<file path="src/rtl/fetch_ctl_pkg.sv">
// Shared types and defaults for the fetch controller and its instruction buffer.
package fetch_ctl_pkg;

  localparam int unsigned PC_W                = 64;
  localparam int unsigned INSTR_W             = 32;
  localparam int unsigned IBUF_DEPTH_DEF      = 4;
  localparam int unsigned MAX_OUTSTANDING_DEF = 2;

  typedef logic [INSTR_W-1:0] t_rv_instr;

  typedef enum logic {
    RUN  = 1'b0,
    HOLD = 1'b1
  } t_fetch_state;

  // One buffered instruction: the PC it was fetched from and the raw word.
  typedef struct packed {
    logic [PC_W-1:0] pc;
    t_rv_instr       instr;
  } t_ibuf_entry;

  // Packet handed to decode.
  typedef struct packed {
    logic [PC_W-1:0] pc;
    t_rv_instr       instr;
  } t_instr_pkt;

  // Force a PC onto a word boundary.
  function automatic logic [PC_W-1:0] align_pc(input logic [PC_W-1:0] pc);
    return pc & ~PC_W'(3);
  endfunction

endpackage

</file>
<file path="src/rtl/fetch_ctl_if.sv">
// Icache request/response and decode delivery signals of the fetch controller.
interface fetch_ctl_if;
  import fetch_ctl_pkg::*;

  logic            ic_req_valid;
  logic            ic_req_ready;
  logic [PC_W-1:0] ic_req_addr;
  logic            ic_rsp_valid;
  t_rv_instr       ic_rsp_data;
  logic            valid_fe1;
  t_instr_pkt      instr_fe1;
  logic            decode_ready_de0;

  modport master (
    output ic_req_valid, ic_req_addr, valid_fe1, instr_fe1,
    input  ic_req_ready, ic_rsp_valid, ic_rsp_data, decode_ready_de0
  );

  modport slave (
    input  ic_req_valid, ic_req_addr, valid_fe1, instr_fe1,
    output ic_req_ready, ic_rsp_valid, ic_rsp_data, decode_ready_de0
  );

endinterface

</file>
<file path="src/rtl/fetch_ctl_gen_fifo.sv">
// Generic FIFO with show-ahead head, synchronous clear and async reset.
module fetch_ctl_gen_fifo #(
  parameter int unsigned WIDTH = 8,
  parameter int unsigned DEPTH = 4,
  localparam int unsigned AW = (DEPTH > 1) ? $clog2(DEPTH) : 1,
  localparam int unsigned CW = $clog2(DEPTH + 1)
) (
  input  logic             clk,
  input  logic             reset_n,
  input  logic             clr,
  input  logic             push,
  input  logic [WIDTH-1:0] wdata,
  input  logic             pop,
  output logic [WIDTH-1:0] rdata,
  output logic             empty,
  output logic             full,
  output logic [CW-1:0]    count
);

  logic [WIDTH-1:0] mem [DEPTH];
  logic [AW-1:0]    wr_ptr;
  logic [AW-1:0]    rd_ptr;
  logic             do_push;
  logic             do_pop;

  // Pointer advance with wrap at DEPTH.
  function automatic logic [AW-1:0] bump(input logic [AW-1:0] p);
    return (p == AW'(DEPTH - 1)) ? '0 : p + AW'(1);
  endfunction

  assign empty   = (count == '0);
  assign full    = (count == CW'(DEPTH));
  assign do_pop  = pop && !empty;
  assign do_push = push && (!full || do_pop);
  assign rdata   = mem[rd_ptr];

  // Pointer and occupancy tracking; clear drops every entry.
  always_ff @(posedge clk or negedge reset_n) begin
    if (!reset_n) begin
      wr_ptr <= '0;
      rd_ptr <= '0;
      count  <= '0;
    end else if (clr) begin
      wr_ptr <= '0;
      rd_ptr <= '0;
      count  <= '0;
    end else begin
      if (do_push) wr_ptr <= bump(wr_ptr);
      if (do_pop)  rd_ptr <= bump(rd_ptr);
      count <= count + CW'(do_push) - CW'(do_pop);
    end
  end

  // Storage write; contents need no reset since occupancy gates reads.
  always_ff @(posedge clk) begin
    if (do_push) mem[wr_ptr] <= wdata;
  end

endmodule

</file>
<file path="src/rtl/fetch_ctl.sv">
// Fetch controller: sequential PC generation, icache request credits, stale
// response dropping after a nuke, and the instruction buffer feeding decode.
module fetch_ctl
  import fetch_ctl_pkg::*;
#(
  parameter int unsigned     IBUF_DEPTH      = IBUF_DEPTH_DEF,
  parameter int unsigned     MAX_OUTSTANDING = MAX_OUTSTANDING_DEF,
  parameter logic [PC_W-1:0] RESET_PC        = '0
) (
  input  logic            clk,
  input  logic            reset_n,
  input  logic            nuke_valid_rb1,
  input  logic [PC_W-1:0] nuke_pc_rb1,
  input  logic            resume_fetch_rbx,
  fetch_ctl_if.master     bus
);

  localparam int unsigned IB_CW   = $clog2(IBUF_DEPTH + 1);
  localparam int unsigned OUT_W   = $clog2(MAX_OUTSTANDING + 1);
  localparam int unsigned ENTRY_W = $bits(t_ibuf_entry);

  t_fetch_state    state_q, state_d;
  logic [PC_W-1:0] fetch_pc_q, fetch_pc_d;
  logic [OUT_W-1:0] outstanding_q, outstanding_d;
  logic [OUT_W-1:0] stale_q, stale_d;

  logic             run;
  logic             req_valid;
  logic             req_fire;
  logic             deliver;
  logic             ibuf_push;
  logic             ibuf_pop;
  logic             pcq_push;

  logic [IB_CW-1:0] ibuf_cnt;
  logic             ibuf_empty;
  logic             ibuf_full;
  logic [ENTRY_W-1:0] ibuf_wdata;
  logic [ENTRY_W-1:0] ibuf_rdata;
  t_ibuf_entry      ibuf_in;
  t_ibuf_entry      ibuf_head;

  logic [PC_W-1:0]  pcq_rdata;
  logic             pcq_empty;
  logic             pcq_full;
  logic [OUT_W-1:0] pcq_cnt;

  // Instruction buffer: returned words with their PCs, head presented to decode.
  fetch_ctl_gen_fifo #(
    .WIDTH (ENTRY_W),
    .DEPTH (IBUF_DEPTH)
  ) u_ibuf (
    .clk     (clk),
    .reset_n (reset_n),
    .clr     (nuke_valid_rb1),
    .push    (ibuf_push),
    .wdata   (ibuf_wdata),
    .pop     (ibuf_pop),
    .rdata   (ibuf_rdata),
    .empty   (ibuf_empty),
    .full    (ibuf_full),
    .count   (ibuf_cnt)
  );

  // PC FIFO: address of each accepted request, consumed by its response.
  fetch_ctl_gen_fifo #(
    .WIDTH (PC_W),
    .DEPTH (MAX_OUTSTANDING)
  ) u_pcq (
    .clk     (clk),
    .reset_n (reset_n),
    .clr     (nuke_valid_rb1),
    .push    (pcq_push),
    .wdata   (fetch_pc_q),
    .pop     (ibuf_push),
    .rdata   (pcq_rdata),
    .empty   (pcq_empty),
    .full    (pcq_full),
    .count   (pcq_cnt)
  );

  assign ibuf_in.pc    = pcq_rdata;
  assign ibuf_in.instr = bus.ic_rsp_data;
  assign ibuf_wdata    = ibuf_in;
  assign ibuf_head     = t_ibuf_entry'(ibuf_rdata);

  // State, fetch PC and credit/stale counters.
  always_ff @(posedge clk or negedge reset_n) begin
    if (!reset_n) begin
      state_q       <= RUN;
      fetch_pc_q    <= RESET_PC;
      outstanding_q <= '0;
      stale_q       <= '0;
    end else begin
      state_q       <= state_d;
      fetch_pc_q    <= fetch_pc_d;
      outstanding_q <= outstanding_d;
      stale_q       <= stale_d;
    end
  end

  // Next state, request credit, response routing and delivery; nuke wins all.
  always_comb begin
    state_d       = state_q;
    fetch_pc_d    = fetch_pc_q;
    outstanding_d = outstanding_q;
    stale_d       = stale_q;
    run           = 1'b0;
    req_valid     = 1'b0;
    req_fire      = 1'b0;
    deliver       = 1'b0;
    ibuf_push     = 1'b0;
    ibuf_pop      = 1'b0;
    pcq_push      = 1'b0;

    run = reset_n && (state_q == RUN) && !nuke_valid_rb1;

    req_valid = run
             && (outstanding_q < OUT_W'(MAX_OUTSTANDING))
             && ((32'(outstanding_q) + 32'(ibuf_cnt)) < IBUF_DEPTH);
    req_fire  = req_valid && bus.ic_req_ready;
    pcq_push  = req_fire;

    deliver   = run && !ibuf_empty;
    ibuf_pop  = deliver && bus.decode_ready_de0;
    ibuf_push = bus.ic_rsp_valid && !nuke_valid_rb1 && (stale_q == '0);

    outstanding_d = outstanding_q + OUT_W'(req_fire) - OUT_W'(bus.ic_rsp_valid);

    if (nuke_valid_rb1) begin
      state_d    = HOLD;
      fetch_pc_d = align_pc(nuke_pc_rb1);
      stale_d    = outstanding_q - OUT_W'(bus.ic_rsp_valid);
    end else begin
      if ((state_q == HOLD) && resume_fetch_rbx) state_d = RUN;
      if (req_fire) fetch_pc_d = fetch_pc_q + PC_W'(4);
      if (bus.ic_rsp_valid && (stale_q != '0)) stale_d = stale_q - OUT_W'(1);
    end
  end

  assign bus.ic_req_valid = req_valid;
  assign bus.ic_req_addr  = fetch_pc_q;
  assign bus.valid_fe1    = deliver;
  assign bus.instr_fe1    = deliver ? t_instr_pkt'{pc: ibuf_head.pc, instr: ibuf_head.instr}
                                    : '0;

`ifndef SYNTHESIS
  logic hold_pend;

  // Remember a presented-but-not-taken packet for the hold check.
  always_ff @(posedge clk or negedge reset_n) begin
    if (!reset_n) hold_pend <= 1'b0;
    else          hold_pend <= deliver && !bus.decode_ready_de0;
  end

  // Protocol and bookkeeping invariants.
  always_ff @(posedge clk) begin
    if (reset_n) begin
      a_rsp_credit: assert (!(bus.ic_rsp_valid && (outstanding_q == '0)));
      a_pc_align:   assert (!(deliver && (bus.instr_fe1.pc[1:0] != 2'b00)));
      a_hold:       assert (!hold_pend || deliver || nuke_valid_rb1);
      a_ibuf_ovf:   assert (!(ibuf_push && ibuf_full));
      a_pcq:        assert (!(pcq_push && pcq_full) && !(ibuf_push && pcq_empty));
      a_credit_sum: assert ((32'(pcq_cnt) + 32'(stale_q)) == 32'(outstanding_q));
    end
  end
`endif

endmodule

</file>
<file path="src/flat_wrapper.sv">
// flat-port wrapper written by rule: the top's interface ports become plain ports
module fetch_ctl_flat import fetch_ctl_pkg::*;
#(
  parameter int unsigned     IBUF_DEPTH      = IBUF_DEPTH_DEF,
  parameter int unsigned     MAX_OUTSTANDING = MAX_OUTSTANDING_DEF,
  parameter logic [PC_W-1:0] RESET_PC        = '0
)
  (clk, reset_n, nuke_valid_rb1, nuke_pc_rb1, resume_fetch_rbx, bus_ic_req_valid, bus_ic_req_addr, bus_valid_fe1, bus_instr_fe1, bus_ic_req_ready, bus_ic_rsp_valid, bus_ic_rsp_data, bus_decode_ready_de0);
  fetch_ctl_if bus_i ();
  input  logic clk;
  input  logic reset_n;
  input  logic nuke_valid_rb1;
  input  logic [PC_W-1:0] nuke_pc_rb1;
  input  logic resume_fetch_rbx;
  output wire logic [$bits(bus_i.ic_req_valid)-1:0] bus_ic_req_valid;
  output wire logic [$bits(bus_i.ic_req_addr)-1:0] bus_ic_req_addr;
  output wire logic [$bits(bus_i.valid_fe1)-1:0] bus_valid_fe1;
  output wire logic [$bits(bus_i.instr_fe1)-1:0] bus_instr_fe1;
  input wire logic [$bits(bus_i.ic_req_ready)-1:0] bus_ic_req_ready;
  input wire logic [$bits(bus_i.ic_rsp_valid)-1:0] bus_ic_rsp_valid;
  input wire logic [$bits(bus_i.ic_rsp_data)-1:0] bus_ic_rsp_data;
  input wire logic [$bits(bus_i.decode_ready_de0)-1:0] bus_decode_ready_de0;
  assign bus_ic_req_valid = bus_i.ic_req_valid;
  assign bus_ic_req_addr = bus_i.ic_req_addr;
  assign bus_valid_fe1 = bus_i.valid_fe1;
  assign bus_instr_fe1 = bus_i.instr_fe1;
  assign bus_i.ic_req_ready = bus_ic_req_ready;
  assign bus_i.ic_rsp_valid = bus_ic_rsp_valid;
  assign bus_i.ic_rsp_data = bus_ic_rsp_data;
  assign bus_i.decode_ready_de0 = bus_decode_ready_de0;
  fetch_ctl #(.IBUF_DEPTH(IBUF_DEPTH), .MAX_OUTSTANDING(MAX_OUTSTANDING), .RESET_PC(RESET_PC)) u_core (.clk(clk), .reset_n(reset_n), .nuke_valid_rb1(nuke_valid_rb1), .nuke_pc_rb1(nuke_pc_rb1), .resume_fetch_rbx(resume_fetch_rbx), .bus(bus_i));
endmodule
</file>
<file path="config.mk">
export PLATFORM = sky130hd
export DESIGN_NAME = fetch_ctl_flat
export DESIGN_NICKNAME = d
export VERILOG_FILES = /design/src/rtl/fetch_ctl_pkg.sv /design/src/rtl/fetch_ctl_if.sv /design/src/rtl/fetch_ctl_gen_fifo.sv /design/src/rtl/fetch_ctl.sv /design/src/flat_wrapper.sv
export SDC_FILE = /design/constraint.sdc
export NUM_CORES = 1
export LEC_CHECK = 0
export BUFFER_PORTS_ARGS = -buffer_cell sky130_fd_sc_hd__buf_2
export CORE_UTILIZATION = 52
export CTS_CLUSTER_SIZE = 28
export DETAILED_ROUTE_END_ITERATION = 8
export PLACE_DENSITY = 0.77
export SLEW_MARGIN = 15
export SYNTH_ARGS = -nofsm -noshare
export SYNTH_HDL_FRONTEND = slang
export SYNTH_HIERARCHICAL = 1
export SYNTH_SLANG_ARGS = --single-unit
export TNS_END_PERCENT = 100
</file>
<file path="constraint.sdc">
create_clock -name clk -period 8.7 [get_ports clk]
set_input_delay 0.435 -clock clk [delete_from_list [all_inputs] [get_ports clk]]
set_output_delay 0.435 -clock clk [all_outputs]
set_load 0.01 [all_outputs]
</file>
Yosys cells after proc, flatten, opt, wreduce, memory -nomap -nowiden
Memories as Yosys holds them, arrays and structs flattened.
Cells that the tools add are included.
{"block": "totals", "ff_bits": 80, "ramBits": 512, "output_inout_bits": 162, "latchBits": 0, "mem_count": 2, "input_bits": 103, "mem_bits_ro": 0}
{"memory": "u_core.u_ibuf.mem", "words": 4, "word_bits": 96, "read_ports": 1, "rd_ports_with_merged_regs": 0, "write_ports": 1, "line_no": "fetch_ctl_gen_fifo.sv:20", "text": "logic [WIDTH-1:0] mem [DEPTH];"}
{"memory": "u_core.u_pcq.mem", "words": 2, "word_bits": 64, "read_ports": 1, "rd_ports_with_merged_regs": 0, "write_ports": 1, "line_no": "fetch_ctl_gen_fifo.sv:20"}
{"block": "classes", "magnitude_cmp": 2, "shift": 0, "n_reduce_logical": 33, "n_mux": 25, "mul": 0, "addsub": 14, "n_div": 0, "bitwise": 1, "n_eq_ne": 4}
{"operator": "$mux W64", "count": 2}
{"operator": "$mux W96", "count": 1}
{"operator": "$add A64 B3 Y64 const B", "count": 1}
{"operator": "$lt A32 B3 Y1 const B", "count": 1}
{"operator": "$mux W2", "count": 9}
{"operator": "$reduce_bool A2 Y1", "count": 8}
{"operator": "$logic_and A1 B1 Y1", "count": 15}
{"operator": "$mux W1", "count": 12}
{"operator": "$eq A2 B2 Y1 const B", "count": 3}
{"operator": "$sub A2 B1 Y2", "count": 3}
{"operator": "$logic_not A1 Y1", "count": 5}
{"operator": "$add A2 B1 Y2", "count": 2}
{"operator": "$add A2 B1 Y2 const B", "count": 2}
{"operator": "$add A2 B3 Y4", "count": 1}
{"operator": "$logic_not A2 Y1", "count": 2}
{"operator": "$add A3 B1 Y3", "count": 1}
{"operator": "$eq A3 B3 Y1 const B", "count": 1}
{"operator": "$logic_not A3 Y1", "count": 1}
{"operator": "$mux W3", "count": 1}
{"operator": "$sub A3 B1 Y3", "count": 1}
{"operator": "$add A1 B1 Y1 const B", "count": 2}
{"operator": "$logic_or A1 B1 Y1", "count": 2}
{"operator": "$lt A2 B2 Y1 const B", "count": 1}
{"operator": "$sub A2 B1 Y2 const B", "count": 1}
{"operator": "$not A1 Y1", "count": 1}

Longest topological paths before layout
{"block": "logic_depth", "word_depth": 11, "mapped_depth": 13, "mapped_depth_nobuf": 11}

Hierarchy
Netlist, hierarchy kept.
{"module": "fetch_ctl_gen_fifo at u_core.u_ibuf", "seq_area_each_um2": 11706.2, "area_per_inst_um2": 14287.5, "n_inst": 1, "cells_each": 546}
{"module": "fetch_ctl", "seq_area_each_um2": 1676.6, "area_per_inst_um2": 4927.2, "n_inst": 1, "cells_each": 616}
{"module": "fetch_ctl_gen_fifo at u_core.u_pcq", "seq_area_each_um2": 3943.8, "area_per_inst_um2": 4898.4, "n_inst": 1, "cells_each": 229}

Least setup slack after synthesis
No wires, ideal clock.
{"block": "synth_path", "path_type": "input-to-reg", "from": "input nuke_valid_rb1", "to": "memory u_core/u_pcq/mem[0][0] in the netlist's numbering (enable)", "cell_stages": 7, "t_arrival_ns": 4.297, "required_ns": 8.214, "path_slack_ns": 3.917, "n_path_buf": 2, "path_cell_list": "clkbuf_1 or3b_4 nand4b_4 inv_2 clkbuf_8 o21ai_2 nor2_1"}
{"block": "synth_via", "elab_chain_cells": 8}
{"element": "start, declared", "line_no": "flat_wrapper.sv:12", "text": "input logic nuke_valid_rb1;"}
{"element": "$logic_not A1 Y1", "line_no": "fetch_ctl.sv:116", "text": "run = reset_n && (state_q == RUN) && !nuke_valid_rb1;"}
{"element": "$logic_and A1 B1 Y1", "line_no": "fetch_ctl.sv:116"}
{"element": "$logic_and A1 B1 Y1", "line_no": "fetch_ctl.sv:119", "text": "&& (outstanding_q < OUT_W'(MAX_OUTSTANDING))"}
{"element": "$logic_and A1 B1 Y1", "line_no": "fetch_ctl.sv:120", "text": "&& ((32'(outstanding_q) + 32'(ibuf_cnt)) < IBUF_DEPTH);"}
{"element": "$logic_and A1 B1 Y1", "line_no": "fetch_ctl.sv:121", "text": "req_fire = req_valid && bus.ic_req_ready;"}
{"element": "named net u_core.pcq_push", "line_no": "fetch_ctl.sv:33", "text": "logic pcq_push;"}
{"element": "$logic_and A1 B1 Y1", "line_no": "fetch_ctl_gen_fifo.sv:34", "text": "assign do_push = push && (!full || do_pop);"}
{"element": "$mux W1", "line_no": "fetch_ctl_gen_fifo.sv:56", "text": "if (do_push) mem[wr_ptr] <= wdata;"}
{"element": "$mux W1 (not written as such)", "line_no": "fetch_ctl_gen_fifo.sv:56"}
{"element": "end, declared", "line_no": "fetch_ctl_gen_fifo.sv:20"}
The timed path passes the listed nets, and every way through them passes these cells.

Worst setup path after layout
{"block": "layout_path", "from": "input reset_n", "to": "memory u_core/u_ibuf/mem[2][15] in the netlist's numbering (enable)"}
{"block": "layout_via", "elab_chain_cells": 9}
{"element": "start, declared", "line_no": "flat_wrapper.sv:11", "text": "input logic reset_n;"}
{"element": "$logic_and A1 B1 Y1 (2 in a row)", "line_no": "fetch_ctl.sv:116"}
{"element": "$logic_and A1 B1 Y1", "line_no": "fetch_ctl.sv:124", "text": "deliver = run && !ibuf_empty;"}
{"element": "$logic_and A1 B1 Y1", "line_no": "fetch_ctl.sv:125", "text": "ibuf_pop = deliver && bus.decode_ready_de0;"}
{"element": "named net u_core.ibuf_pop", "line_no": "fetch_ctl.sv:32", "text": "logic ibuf_pop;"}
{"element": "$logic_and A1 B1 Y1", "line_no": "fetch_ctl_gen_fifo.sv:33", "text": "assign do_pop = pop && !empty;"}
{"element": "$logic_or A1 B1 Y1", "line_no": "fetch_ctl_gen_fifo.sv:34"}
{"element": "$logic_and A1 B1 Y1", "line_no": "fetch_ctl_gen_fifo.sv:34"}
{"element": "$mux W1", "line_no": "fetch_ctl_gen_fifo.sv:56"}
{"element": "$mux W1 (not written as such)", "line_no": "fetch_ctl_gen_fifo.sv:56"}
{"element": "end, declared", "line_no": "fetch_ctl_gen_fifo.sv:20"}
The timed path passes the listed nets, and every way through them passes these cells.

==> summary.md <==
| Metric | Value |
|---|---|
| Worst hold slack | 0.0456 ns |
| DP HPWL | 33200 µm |
| Largest net degree at the start of global routing | 99 |
| Slew Limit Fails | 0 |
| Worst r2r src | u_core/state_q |
| Rows | 78 |
| Clock power share | 0.409 |
| Combinational power share | 0.058 |
| Drt wl/cell | 23.4 µm |
| Initial antenna violation count | 3 |
| CP Buf/Inv Count | 4 |
| Worst Path Required | 8.93 ns |
| Clock transition at the registers of the reported paths | 0.06 ns |
| Worst path top cell family by delay | buffers and inverters |
| Area of the core | 0.0456 mm² |
| Vias | 13700 |
| CP max-delay cell | buf_4 |
| Crit path launch type | input port |
| Max_slew headroom | 0.227 |
| Syn. warnings | 6 |
| Int Pwr | 0.00485 W |
| Final setup violation count | 0 |
| Worst min-delay path class | in -> reg |
| Tmin final | 4.14 ns |
| Hold path depth | 1 |
| Leakage power | 9.87 nW |
| Clock Skew | 0.00983 ns |
| Crit Path Category | in -> reg |
| CTS buffer count | 57 |
| DR pass1 iterations | 5 |
| Pwr Density | 221 mW/mm² |
| Final period util | 0.476 |
| Worst hold start | bus_ic_rsp_data[27] |
| R2r worst-path depth | 7 |
| RSZ-0062 raised after global routing | false |
| Starting density of the core | 0.529 |
| Gr usage total | 0.233 |
| Post_cts resized | 0 |
| CTS Buffer Depth | 3 |
| Max rail drop VDD | 0.139 mV |
| Vias in the first global route | 13700 |
| Crit end category | register |
| TritonCTS clock tree | built |
| Initial DRC Count | 1319 |
| Clk_lat worst skew | 0.60 ns |
| Mapped Area | 0.0241 mm² |
| Die width | 217 µm |
| Max incr delay on CP | 0.76 ns |
| Worst R2R End | u_core/u_ibuf/mem[2][15] |
| CP startpoint | reset_n |
| Post-Route WL | 53900 µm |
| Clk root buf | clkbuf_16 |
| CTS H-tree depth | 2 |
| Measured slew at the worst slew-check pin | 1.15 ns |
| Flop2flop setup slack | 4.68 ns |
| Max Cap Viol | 0 |
| Min-Delay Endpoint | u_core/u_ibuf/mem[0][27] |
| Via density | 5.92 |
| Routability cong. | 0.867 |
| Post-route cell area | 0.0279 mm² |
| Gate Count Post-Synth | 1388 |
| Setup TNS | 0 ns |
| Mean post-synth cell area | 17.4 µm² |
| Sw Pwr | 0.00132 W |
| First-pass GRT wire length | 81700 µm |
| Crit-path most repeated cell | buf_4 |
| Placed Area | 0.0259 mm² |
| Worst Path Arrival | 4.37 ns |
| Antenna-violating nets left | 0 |
| Layout cells sized above 1 | 0.297 |
| Hold Violations, Final | 0 |
| Cells along the critical path | dlygate4sd3_1 -> buf_4 -> or3b_4 -> nor2_4 -> buf_4 -> and2_1 -> or4b_4 -> and3_4 -> buf_4 |
| Net Sw Frac | 0.214 |
| Die Area | 0.0472 mm² |
| Final setup margin | 4.56 ns |
| Fmax | 241 MHz |
| Pre-CTS WS | 4.19 ns |
| Die Ht | 217 µm |
| IO buf count | 260 |
| Area grow syn2layout | 15.8% |
| Sink Count | 590 |
| Status | finished clean |
| Ports | 265 |
| Fin nets | 1777 |
| Seq pwr share | 0.533 |
| Grt total ovfl | 0 |
| CP max FO | 98 |
| Residual DRC | 0 |
[cells in the final DEF, fill, tap and decap left out, types with 6 or more instances in the layout]
master,n
edfxtp_1,512
buf_2,259
and2_1,99
mux4_2,96
nand2_1,82
dfrtp_1,75
clkbuf_16,59
mux2_1,51
o21ai_0,46
nand3_1,44
nor2_1,38
nand4_1,29
nor3_1,18
buf_4,16
mux2_2,16
inv_1,15
xor2_1,15
o211ai_1,14
clkinv_1,13
ha_1,13
clkbuf_1,12
a21oi_1,12
nor4_1,10
clkinv_2,9
xnor2_1,9
or3_1,9
a221o_1,9
bufinv_16,8
and4_1,8
and3_1,7
a31oi_1,7
conb_1,6
[sequential cells by signal, summed over array words and instances, names as in the netlist, 2 cells and up]
signal                  count
u_core/stale_q              2
u_core/outstanding_q        2
u_core/u_ibuf/wr_ptr        2
u_core/u_pcq/count          2
u_core/u_ibuf/count         3
u_core/u_pcq/mem          128
u_core/u_ibuf/rd_ptr        2
u_core/bus.ic_req_addr     62
u_core/u_ibuf/mem         384
[area by class of cell]
| type | count | area [µm²] |
|---|---|---|
| Clock inverter | 32 | 354 |
| Timing Repair Buffer | 277 | 1440 |
| Antenna cell | 1 | 2.50 |
| Inverter | 17 | 63.8 |
| Clock buffer | 76 | 1590 |
| Multi-Input combinational cell | 717 | 6370 |
| Sequential cell | 590 | 17300 |
| Fill cell | 3272 | 17700 |
| Tap cell | 600 | 751 |
[power by group through the flow]
stage | Combinational [W] | Sequential [W] | Clock, W
after floorplan | 0.000201 | 0.00333 | 0
after global placement | 0.000349 | 0.00334 | 0
after detailed placement | 0.000360 | 0.00335 | 0
after CTS | 0.000363 | 0.00329 | 0.00258
after global routing | 0.000393 | 0.00331 | 0.00269
final | 0.000359 | 0.00329 | 0.00252
[layer usage]
| metal | up-vias | part of all wire | global-route usage |
|---|---|---|---|
| met5 | - | 0.00035 | 0 |
| met4 | 4 | 0.026 | 0.0845 |
| met3 | 99 | 0.078 | 0.0488 |
| met2 | 601 | 0.48 | 0.368 |
| met1 | 6973 | 0.41 | 0.321 |
| li1 | 6004 | - | - |
[through the flow]
step / instances / utilization / power (W)
finish: 2310 / 0.612 / 0.00618
global route: 2310 / 0.612 / 0.00639
CTS: 2309 / 0.612 / 0.00623
detailed placement: 2199 / 0.569 / 0.00371
global placement: 2199 / 0.569 / 0.00369
floorplan: 1393 / - / 0.00353
[worst max path at each step]
stage                               end  cells after the start
2_1_floorplan    u_core/u_pcq/mem[0][0]                      7
3_3_place_gp    u_core/u_ibuf/mem[0][2]                      8
3_5_place_dp   u_core/u_ibuf/mem[3][13]                      8
4_1_cts         u_core/u_ibuf/mem[3][0]                      9
5_1_grt        u_core/u_ibuf/mem[0][81]                      9
6_report       u_core/u_ibuf/mem[2][15]                      9
[timing repair]
action                                 in CTS  in global routing
hold buffers                                2                  0
endpoints found under the hold margin       4                  0
setup endpoints to repair                   0                  0
setup buffers                               0                  0
Power figures use the tool's default switching activity.
